===== src/rtl/pixel_burst_controller_if.sv =====
// SRAM-side bus of the pixel burst controller: address, RGB write/read data
// and the two access strobes. The controller is the master, the SRAM the slave.
interface pixel_burst_controller_if #(
  parameter int ADDR_BITS = 16,
  parameter int PIX_BITS  = 8
);
  logic [ADDR_BITS-1:0]  address;
  logic [3*PIX_BITS-1:0] w_data;
  logic [3*PIX_BITS-1:0] r_data;
  logic                  read_enable;
  logic                  write_enable;

  modport master (
    output address, w_data, read_enable, write_enable,
    input  r_data
  );

  modport slave (
    input  address, w_data, read_enable, write_enable,
    output r_data
  );
endinterface


===== src/rtl/pixel_burst_controller.sv =====
// Pixel burst controller: moves a burst of up to MAX_PIX consecutive pixels
// between the edge-detector datapath and a 24-bit RGB SRAM. Reads reduce each
// RGB word to greyscale, writes replicate a greyscale byte to RGB. Every SRAM
// access is held for SRAM_WAIT cycles.
module pixel_burst_controller #(
  parameter int ADDR_BITS = 16,
  parameter int MAX_PIX   = 20,
  parameter int PIX_BITS  = 8,
  parameter int CNT_BITS  = 5,
  parameter int SRAM_WAIT = 5
) (
  input  logic                        clk,
  input  logic                        n_rst,
  input  logic                        start,
  input  logic                        op_write,
  input  logic [ADDR_BITS-1:0]        base_addr,
  input  logic [CNT_BITS-1:0]         num_pix,
  input  logic [MAX_PIX*PIX_BITS-1:0] data_in,
  output logic [MAX_PIX*PIX_BITS-1:0] data_out,
  output logic                        busy,
  output logic                        done,
  pixel_burst_controller_if.master    sram
);

  localparam logic [1:0] IDLE  = 2'd0;
  localparam logic [1:0] READ  = 2'd1;
  localparam logic [1:0] WRITE = 2'd2;
  localparam logic [1:0] DONE  = 2'd3;

  localparam int WAIT_BITS = (SRAM_WAIT > 1) ? $clog2(SRAM_WAIT) : 1;
  localparam logic [WAIT_BITS-1:0] WAIT_LAST = WAIT_BITS'(SRAM_WAIT - 1);
  localparam logic [CNT_BITS-1:0]  MAX_N     = CNT_BITS'(MAX_PIX);

  logic [1:0]                  state_q, state_d;
  logic [CNT_BITS-1:0]         n_q, n_d;
  logic [CNT_BITS-1:0]         idx_q, idx_d;
  logic [WAIT_BITS-1:0]        wait_q, wait_d;
  logic [ADDR_BITS-1:0]        address_q, address_d;
  logic [MAX_PIX*PIX_BITS-1:0] pix_q, pix_d;
  logic [MAX_PIX*PIX_BITS-1:0] data_out_q, data_out_d;

  logic [CNT_BITS-1:0] n_clamp;
  logic [PIX_BITS+1:0] grey_sum;
  logic [PIX_BITS-1:0] grey;
  logic [PIX_BITS-1:0] wr_pix;

  assign n_clamp = (num_pix > MAX_N) ? MAX_N : num_pix;

  // R + 2G + B fits in PIX_BITS+2 bits; dropping two LSBs divides by four.
  assign grey_sum = {2'b00, sram.r_data[3*PIX_BITS-1:2*PIX_BITS]}
                  + {1'b0, sram.r_data[2*PIX_BITS-1:PIX_BITS], 1'b0}
                  + {2'b00, sram.r_data[PIX_BITS-1:0]};
  assign grey     = grey_sum[PIX_BITS+1:2];
  assign wr_pix   = pix_q[int'(idx_q)*PIX_BITS +: PIX_BITS];

  // Next-state and datapath update for the burst FSM.
  always_comb begin
    // NOTE: every variable gets its hold value first so no path leaves it unassigned (no latch).
    state_d    = state_q;
    n_d        = n_q;
    idx_d      = idx_q;
    wait_d     = wait_q;
    address_d  = address_q;
    pix_d      = pix_q;
    data_out_d = data_out_q;

    case (state_q)
      IDLE: begin
        if (start) begin
          n_d       = n_clamp;
          idx_d     = '0;
          wait_d    = '0;
          address_d = base_addr;
          pix_d     = data_in;
          if (n_clamp == '0)  state_d = DONE;
          else if (op_write)  state_d = WRITE;
          else                state_d = READ;
        end
      end
      READ, WRITE: begin
        if (wait_q == WAIT_LAST) begin
          if (state_q == READ) data_out_d[int'(idx_q)*PIX_BITS +: PIX_BITS] = grey;
          wait_d    = '0;
          idx_d     = idx_q + 1'b1;
          address_d = address_q + 1'b1;
          if (idx_q == n_q - 1'b1) state_d = DONE;
        end else begin
          wait_d = wait_q + 1'b1;
        end
      end
      DONE:    state_d = IDLE;
      default: state_d = IDLE;
    endcase
  end

  // State and datapath registers; reset aborts any burst immediately.
  always_ff @(posedge clk or negedge n_rst) begin
    if (!n_rst) begin
      state_q    <= IDLE;
      n_q        <= '0;
      idx_q      <= '0;
      wait_q     <= '0;
      address_q  <= '0;
      // NOTE: the latched pixel copy and data_out are reset too, so every output is 0 out of reset.
      pix_q      <= '0;
      data_out_q <= '0;
    end else begin
      // NOTE: non-blocking assignments keep all registers updating from the same pre-edge values.
      state_q    <= state_d;
      n_q        <= n_d;
      idx_q      <= idx_d;
      wait_q     <= wait_d;
      address_q  <= address_d;
      pix_q      <= pix_d;
      data_out_q <= data_out_d;
    end
  end

  assign busy              = (state_q == READ) || (state_q == WRITE);
  assign done              = (state_q == DONE);
  assign data_out          = data_out_q;
  assign sram.address      = address_q;
  assign sram.read_enable  = (state_q == READ);
  assign sram.write_enable = (state_q == WRITE);
  assign sram.w_data       = (state_q == WRITE) ? {3{wr_pix}} : '0;

endmodule

===== src/flat_wrapper.sv =====
// flat-port wrapper written by rule: the top's interface ports become plain ports
module pixel_burst_controller_flat 
#(
  parameter int ADDR_BITS = 16,
  parameter int MAX_PIX   = 20,
  parameter int PIX_BITS  = 8,
  parameter int CNT_BITS  = 5,
  parameter int SRAM_WAIT = 5
)
  (clk, n_rst, start, op_write, base_addr, num_pix, data_in, data_out, busy, done, sram_address, sram_w_data, sram_read_enable, sram_write_enable, sram_r_data);
  pixel_burst_controller_if #(.ADDR_BITS(ADDR_BITS), .PIX_BITS(PIX_BITS)) sram_i ();
  input  logic clk;
  input  logic n_rst;
  input  logic start;
  input  logic op_write;
  input  logic [ADDR_BITS-1:0] base_addr;
  input  logic [CNT_BITS-1:0] num_pix;
  input  logic [MAX_PIX*PIX_BITS-1:0] data_in;
  output logic [MAX_PIX*PIX_BITS-1:0] data_out;
  output logic busy;
  output logic done;
  output wire logic [$bits(sram_i.address)-1:0] sram_address;
  output wire logic [$bits(sram_i.w_data)-1:0] sram_w_data;
  output wire logic [$bits(sram_i.read_enable)-1:0] sram_read_enable;
  output wire logic [$bits(sram_i.write_enable)-1:0] sram_write_enable;
  input wire logic [$bits(sram_i.r_data)-1:0] sram_r_data;
  assign sram_address = sram_i.address;
  assign sram_w_data = sram_i.w_data;
  assign sram_read_enable = sram_i.read_enable;
  assign sram_write_enable = sram_i.write_enable;
  assign sram_i.r_data = sram_r_data;
  pixel_burst_controller #(.ADDR_BITS(ADDR_BITS), .MAX_PIX(MAX_PIX), .PIX_BITS(PIX_BITS), .CNT_BITS(CNT_BITS), .SRAM_WAIT(SRAM_WAIT)) u_core (.clk(clk), .n_rst(n_rst), .start(start), .op_write(op_write), .base_addr(base_addr), .num_pix(num_pix), .data_in(data_in), .data_out(data_out), .busy(busy), .done(done), .sram(sram_i));
endmodule

===== config.mk =====
export PLATFORM = sky130hd
export DESIGN_NAME = pixel_burst_controller_flat
export DESIGN_NICKNAME = d
export VERILOG_FILES = /design/src/rtl/pixel_burst_controller_if.sv /design/src/rtl/pixel_burst_controller.sv /design/src/flat_wrapper.sv
export SDC_FILE = /design/constraint.sdc
export NUM_CORES = 1
export LEC_CHECK = 0
export ABC_AREA = 1
export ABC_CLOCK_PERIOD_IN_PS = 3400
export CAP_MARGIN = 10
export CORE_UTILIZATION = 36
export CTS_BUF_LIST = sky130_fd_sc_hd__clkbuf_4 sky130_fd_sc_hd__clkbuf_8
export DETAILED_ROUTE_END_ITERATION = 12
export PLACE_DENSITY = 0.64
export SLEW_MARGIN = 0
export SYNTH_ARGS = -nofsm -noshare
export SYNTH_HDL_FRONTEND = slang
export SYNTH_SLANG_ARGS = --single-unit

===== constraint.sdc =====
create_clock -name clk -period 3.4 [get_ports clk]
set_input_delay 0.34 -clock clk [delete_from_list [all_inputs] [get_ports clk]]
set_output_delay 0.34 -clock clk [all_outputs]
set_load 0.05 [all_outputs]

* Word level (Yosys, flattened, before mapping)
Cells that the tools add are included.
Word-level totals: bits in registers 351, output and inout port bits 204, bits of input ports 209, word-level logic and storage cells 54
Cells by class: shift operators 3, $add $sub $neg 7, equal/unequal tests 8, reductions and logical operators 10, multiplexer cells 18, $lt $le $gt $ge 1
Operators by type and width (number):
- 160-bit bitwise mux | 1
- 8-bit by 33-bit variable shift with 160-bit output (first input constant) | 1
- 160-bit by 9-bit indexed part select with 8-bit output | 1
- 8-bit by 33-bit indexed part select with 160-bit output | 1
- 8-bit negator with 33-bit output | 1
- 16-bit 2-to-1 mux | 2
- 16-bit case mux with 2 select lines | 1
- 24-bit 2-to-1 mux | 1
- 16-bit by 1-bit adder with 16-bit output (second input constant) | 1
- 5-bit 2-to-1 mux | 3
- 10-bit by 8-bit adder with 10-bit output | 1
- 8-bit by 9-bit adder with 10-bit output | 1
- 2-bit 2-to-1 mux | 5
- 5-bit case mux with 2 select lines | 1
- 3-bit AND reduction | 3
- 3-bit 2-to-1 mux | 2
- 2-bit case mux with 3 select lines | 1
- 3-bit case mux with 2 select lines | 1
- 5-bit by 1-bit adder with 5-bit output (second input constant) | 1
- 5-bit == test | 1
- 5-bit > comparator (second input constant) | 1
- 5-bit zero test | 1
- 5-bit by 1-bit subtractor with 5-bit output (second input constant) | 1
- 2-bit == test (second input constant) | 2
- other kinds (10) | 12

* Logic depth before layout (Yosys ltp)
depth in word-level cells 6, gate-level depth with buffers 18, mapped depth without buffers 15

* Worst setup path before layout
OpenSTA, ideal clock, no wires.
path kind flip-flop to flip-flop, from register u_core.idx_q[0], to register u_core.data_out_q[15] (netlist: u_core.data_out[15]), cell stages (with the launch flop) 16, arrival time 2.853 ns, path slack 0.427 ns, clock period less this slack 2.973 ns, library setup time 0.120 ns, path through dfrtp_1 -> inv_2 -> clkbuf_1 -> clkbuf_1 -> ha_1 -> nand2_1 -> inv_1 -> ha_1 -> clkinv_1 -> nor2_4 -> nand2_4 -> nor2_1 -> buf_2 -> nand2_1 -> o21ai_0 -> inv_1
On the way: longest elaborated chain between the ends 3, elaborated cells between the ends (all ways) 4, those cells by class 1 x add/sub; 2 x shift; 1 x mux
Ends and longest elaborated chain:
- start, declared | RTL line pixel_burst_controller.sv:36 | logic [CNT_BITS-1:0] idx_q, idx_d;
- start signal, assigned | RTL line pixel_burst_controller.sv:111 | idx_q <= idx_d;
- 8-bit negator with 33-bit output (*) | RTL line pixel_burst_controller.sv:82 | if (state_q == READ) data_out_d[int'(idx_q)*PIX_BITS +: PIX_BITS] = grey;
- 8-bit by 33-bit indexed part select with 160-bit output / 8-bit by 33-bit variable shift with 160-bit output (equally long branches) | RTL line pixel_burst_controller.sv:82
- 160-bit bitwise mux (*) | RTL line pixel_burst_controller.sv:82
- end signal, assigned | RTL line pixel_burst_controller.sv:115 | data_out_q <= data_out_d;
- end, declared | RTL line pixel_burst_controller.sv:40 | logic [MAX_PIX*PIX_BITS-1:0] data_out_q, data_out_d;
Mark *: on every way between the ends. The rest lies on a longest branch, timed or not. A chain may end at the register's enable or synchronous reset.

* Final worst setup path
from register u_core.idx_q[0], to output sram_w_data[23]
On the way: longest elaborated chain between the ends 2
Ends and longest elaborated chain:
- 160-bit by 9-bit indexed part select with 8-bit output | RTL line pixel_burst_controller.sv:54 | assign wr_pix = pix_q[int'(idx_q)*PIX_BITS +: PIX_BITS];
- 24-bit 2-to-1 mux | RTL line pixel_burst_controller.sv:125 | assign sram.w_data = (state_q == WRITE) ? {3{wr_pix}} : '0;
- end, declared | RTL line flat_wrapper.sv:23 | output wire logic [$bits(sram_i.w_data)-1:0] sram_w_data;
No other way between the ends.

==> impl_metrics.sql <==
INSERT INTO impl_metrics (metric_group, metric, value, unit) VALUES
('final_layout', 'most-common-layout-cells', 'nand2_1 (812), clkdlybuf4s50_1 (387), dfrtp_1 (349), o21ai_0 (222), nor2_1 (189)', ''),
('final_layout', 'final_nets', '2719', ''),
('global_route', 'first_global_vias', '15100', ''),
('route', 'firstDrtPassIters', '5', ''),
('timing', 'finalSetupTns', '0', 'ns'),
('power', 'cellLeakagePower', '11.1', 'nW'),
('run_status', 'run_status', 'complete, no violations', ''),
('route', 'wl_per_cell', '17.6', 'µm'),
('floorplanning', 'core.rowCount', '78', ''),
('route', 'detailedRoute.firstIterationViolations', '1399', ''),
('synthesis', 'synth.ff_latch_count', '351', ''),
('synthesis', 'synthTopCellsByArea', 'dfrtp_1 (53%), nand2_1 (18%), o21ai_0 (6.9%), nor2_1 (4.3%), inv_1 (2.1%)', ''),
('global_route', 'overflow', '0', ''),
('synthesis', 'synth.avg_cell_area', '7.95', 'µm²'),
('timing', 'timing.final.crit_share', '0.969', ''),
('clocking', 'h_tree_level_count', '2', ''),
('final_layout', 'post_layout_nonfiller_instances', '3134', ''),
('timing', 'finalMaxSlewViolations', '0', ''),
('min_path', 'class_of_the_tightest_hold_or_removal_check', 'primary input to flop', ''),
('synthesis', 'ys_types', '41', ''),
('floorplanning', 'dieWidth', '217', 'µm'),
('final_layout', 'layout_commonest_cell', 'nand2_1', ''),
('synthesis', 'proportion_of_netlist_area_held_by_the_largest_area_contributor', '0.530', ''),
('run', 'max_cap_viol_count', '0', ''),
('worst_setup_path', 'worstSetupPathType', 'flop to output port', ''),
('power', 'fin_total_pwr', '18.3', 'mW'),
('placement', 'hpwl', '40.2', 'mm'),
('timing', 'hold_viol_final', '0', ''),
('worst_setup_path', 'critical_path.n_buffers_inverters', '3', ''),
('power', 'power.share.clock', '0.233', ''),
('worst_setup_path', 'critPathCaptureType', 'output port', ''),
('synthesis', 'synth-seq-area-share', '0.530', ''),
('synthesis', 'synth_area_leader_cell', 'dfrtp_1', ''),
('worst_setup_path', 'crit_path_max_fanout', '66', ''),
('timing', 'setup_viol', '0', ''),
('placement', 'place.gp.congestion', '0.875', ''),
('worst_setup_path', 'start_kind', 'flop', ''),
('floorplanning', 'die_height', '217', 'µm'),
('floorplanning', 'design.portCount', '413', ''),
('floorplanning', 'floorplan.initialDensity', '0.365', ''),
('global_route', 'antenna_found_initial', '4', ''),
('synthesis', 'yosysWarningCount', '0', ''),
('final_layout', 'area_growth', '38.7', '%'),
('synthesis', 'number_of_instances_in_the_synthesized_netlist', '2085', ''),
('clocking', 'cts_num_sinks', '351', ''),
('final_layout', 'layout.filler_cells', '4313', ''),
('synthesis', 'syn_area', '0.0166', 'mm²'),
('route', 'avgViaCountPerCell', '4.93', ''),
('worst_setup_path', 'worst_path_max_delay_cell', 'dfrtp_4', ''),
('power', 'seq_power_share', '0.327', ''),
('timing', 'rsz0062_at_grt', 'no', ''),
('timing', 'timing.final.ws_setup', '0.106', 'ns'),
('clocking', 'cts-buffers-inserted', '59', ''),
('route', 'remaining_drc_errors', '0', ''),
('placement', 'post-place-ws', '0.0908', 'ns'),
('clocking', 'insertion_delay', '0.65', 'ns'),
('worst_setup_path', 'crit_path_max_incr_delay', '0.52', 'ns'),
('placement', 'portBuffers', '412', ''),
('route', 'wl', '55.3', 'mm'),
('floorplanning', 'floorplan.core_area', '0.0454', 'mm²'),
('power', 'vdd_ir_drop_max', '446', 'µV'),
('power', 'power.net_switching', '7.80', 'mW'),
('power', 'power.share.switching', '0.426', ''),
('worst_setup_path', 'critical_path_required', '3.06', 'ns'),
('floorplanning', 'die_area', '0.0469', 'mm²'),
('final_layout', 'drive_gt1_frac', '0.0933', ''),
('timing', 'achievable-frequency', '0.304', 'GHz'),
('timing', 'fin_crit', '3.29', 'ns'),
('clocking', 'cts_root_buf', 'clkbuf_8', ''),
('clocking', 'clk_pin_slew', '0.06', 'ns'),
('worst_setup_path', 'critical-path-top-delay-family', 'compound AO/OA/AOI/OAI gates', '');
-- synthesized netlist by cell type, drive strengths merged --
library cell,instances
nor3b,1
o21a,1
o21ai,267
a22oi,1
o22ai,20
ha,19
nand4,23
dfrtp,351
fa,8
o31ai,1
nor2,200
a31oi,1
xnor2,6
xor2,7
o211ai,2
inv,107
nor3,13
a21oi,54
buf,52
clkbuf,67
nand2,819
clkinv,4
nand3,52
or2,9
-- tightest hold or removal path, cell delays in order --
cell	delay, ns
clkdlybuf4s50_1	0.40
nand2_1	0.06
nand2_1	0.04
-- logic make-up (layout without fill, tap and decap cells) --
family                   after synthesis  count (layout)  synth area share
XOR/XNOR                              13              13           0.00732
AND/OR/NAND/NOR                     1117            1117             0.270
AO/OA/AOI/OAI                        347             347             0.109
other                                  0               5                 0
buffers and inverters                230             674            0.0600
adder cells (fa/ha/maj)               27              27            0.0240
flip-flops                           351             351             0.530
-- area by class of cell --
type                    instances  area (µm²)  area share
flip-flops and latches        351        8790       0.382
well taps                     600         751      0.0326
multi-input cells            1504        6830       0.297
diodes                          5        12.5    0.000544
repair buffers                456        4830       0.210
clock buffers                  91        1180      0.0515
inverters                     111         419      0.0182
clock inverters                16         188     0.00816
-- repair_timing --
item / 4_1_cts / 5_1_grt
hold buffers: 1 / 0
gates resized for setup: 7 / 4
setup endpoints to repair: 18 / 18
setup buffers: 3 / 0
hold endpoints to repair: 112 / 0
cloned: 0 / 1
pin swaps: 3 / 0
-- sequential cells by signal, summed over array words and instances (netlist names) --
| register | cells |
|---|---|
| u_core.state_q | 2 |
| u_core.wait_q | 3 |
| u_core.idx_q | 5 |
| u_core.n_q | 5 |
| u_core.pix_q | 160 |
| u_core.sram.address | 16 |
| u_core.data_out | 160 |
-- power groups by stage --
stage          Combinational, mW  Clock, mW  Sequential, mW
5_1_grt                     8.83       4.56            6.13
3_3_place_gp                7.87          0            6.01
3_5_place_dp                7.98          0            6.04
6_report                    8.06       4.28            5.99
4_1_cts                     8.07       4.38            5.98
2_1_floorplan               4.70          0            6.29
-- per-stage QoR --
step,hold WS [ns],util,cell area (µm²)
floorplan,0.0444,-,16600
global placement,0.456,0.475,21500
detailed placement,0.460,0.475,21500
CTS,0.168,0.506,23000
global route,0.206,0.507,23000
finish,0.226,0.507,23000
-- worst paths after layout --
kind / from / slack (ns) / cells after the start / to
worst max-delay path: u_core.idx_q[0]$_DFFE_PN0P_ / 0.11 / 11 / sram_w_data[23]
worst min-delay path: data_in[55] / 0.23 / 3 / u_core.pix_q[55]$_DFFE_PN0P_
worst max register to register: u_core.idx_q[0]$_DFFE_PN0P_ / 0.35 / 13 / u_core.data_out[41]$_DFFE_PN0P_
worst min register to register: u_core.pix_q[42]$_DFFE_PN0P_ / 0.47 / 2 / u_core.pix_q[42]$_DFFE_PN0P_
max in group asynchronous: n_rst / 2.09 / 3 / u_core.pix_q[124]$_DFFE_PN0P_
min in group asynchronous: n_rst / 0.37 / 2 / u_core.data_out[111]$_DFFE_PN0P_
-- per-layer routing --
metal / part of all wire / GRT usage
met5: 0 / 0
met1: 0.42 / 0.307
met2: 0.48 / 0.383
met4: 0.034 / 0.0911
met3: 0.067 / 0.0378
No activity file was read; power rests on OpenSTA's default activity.
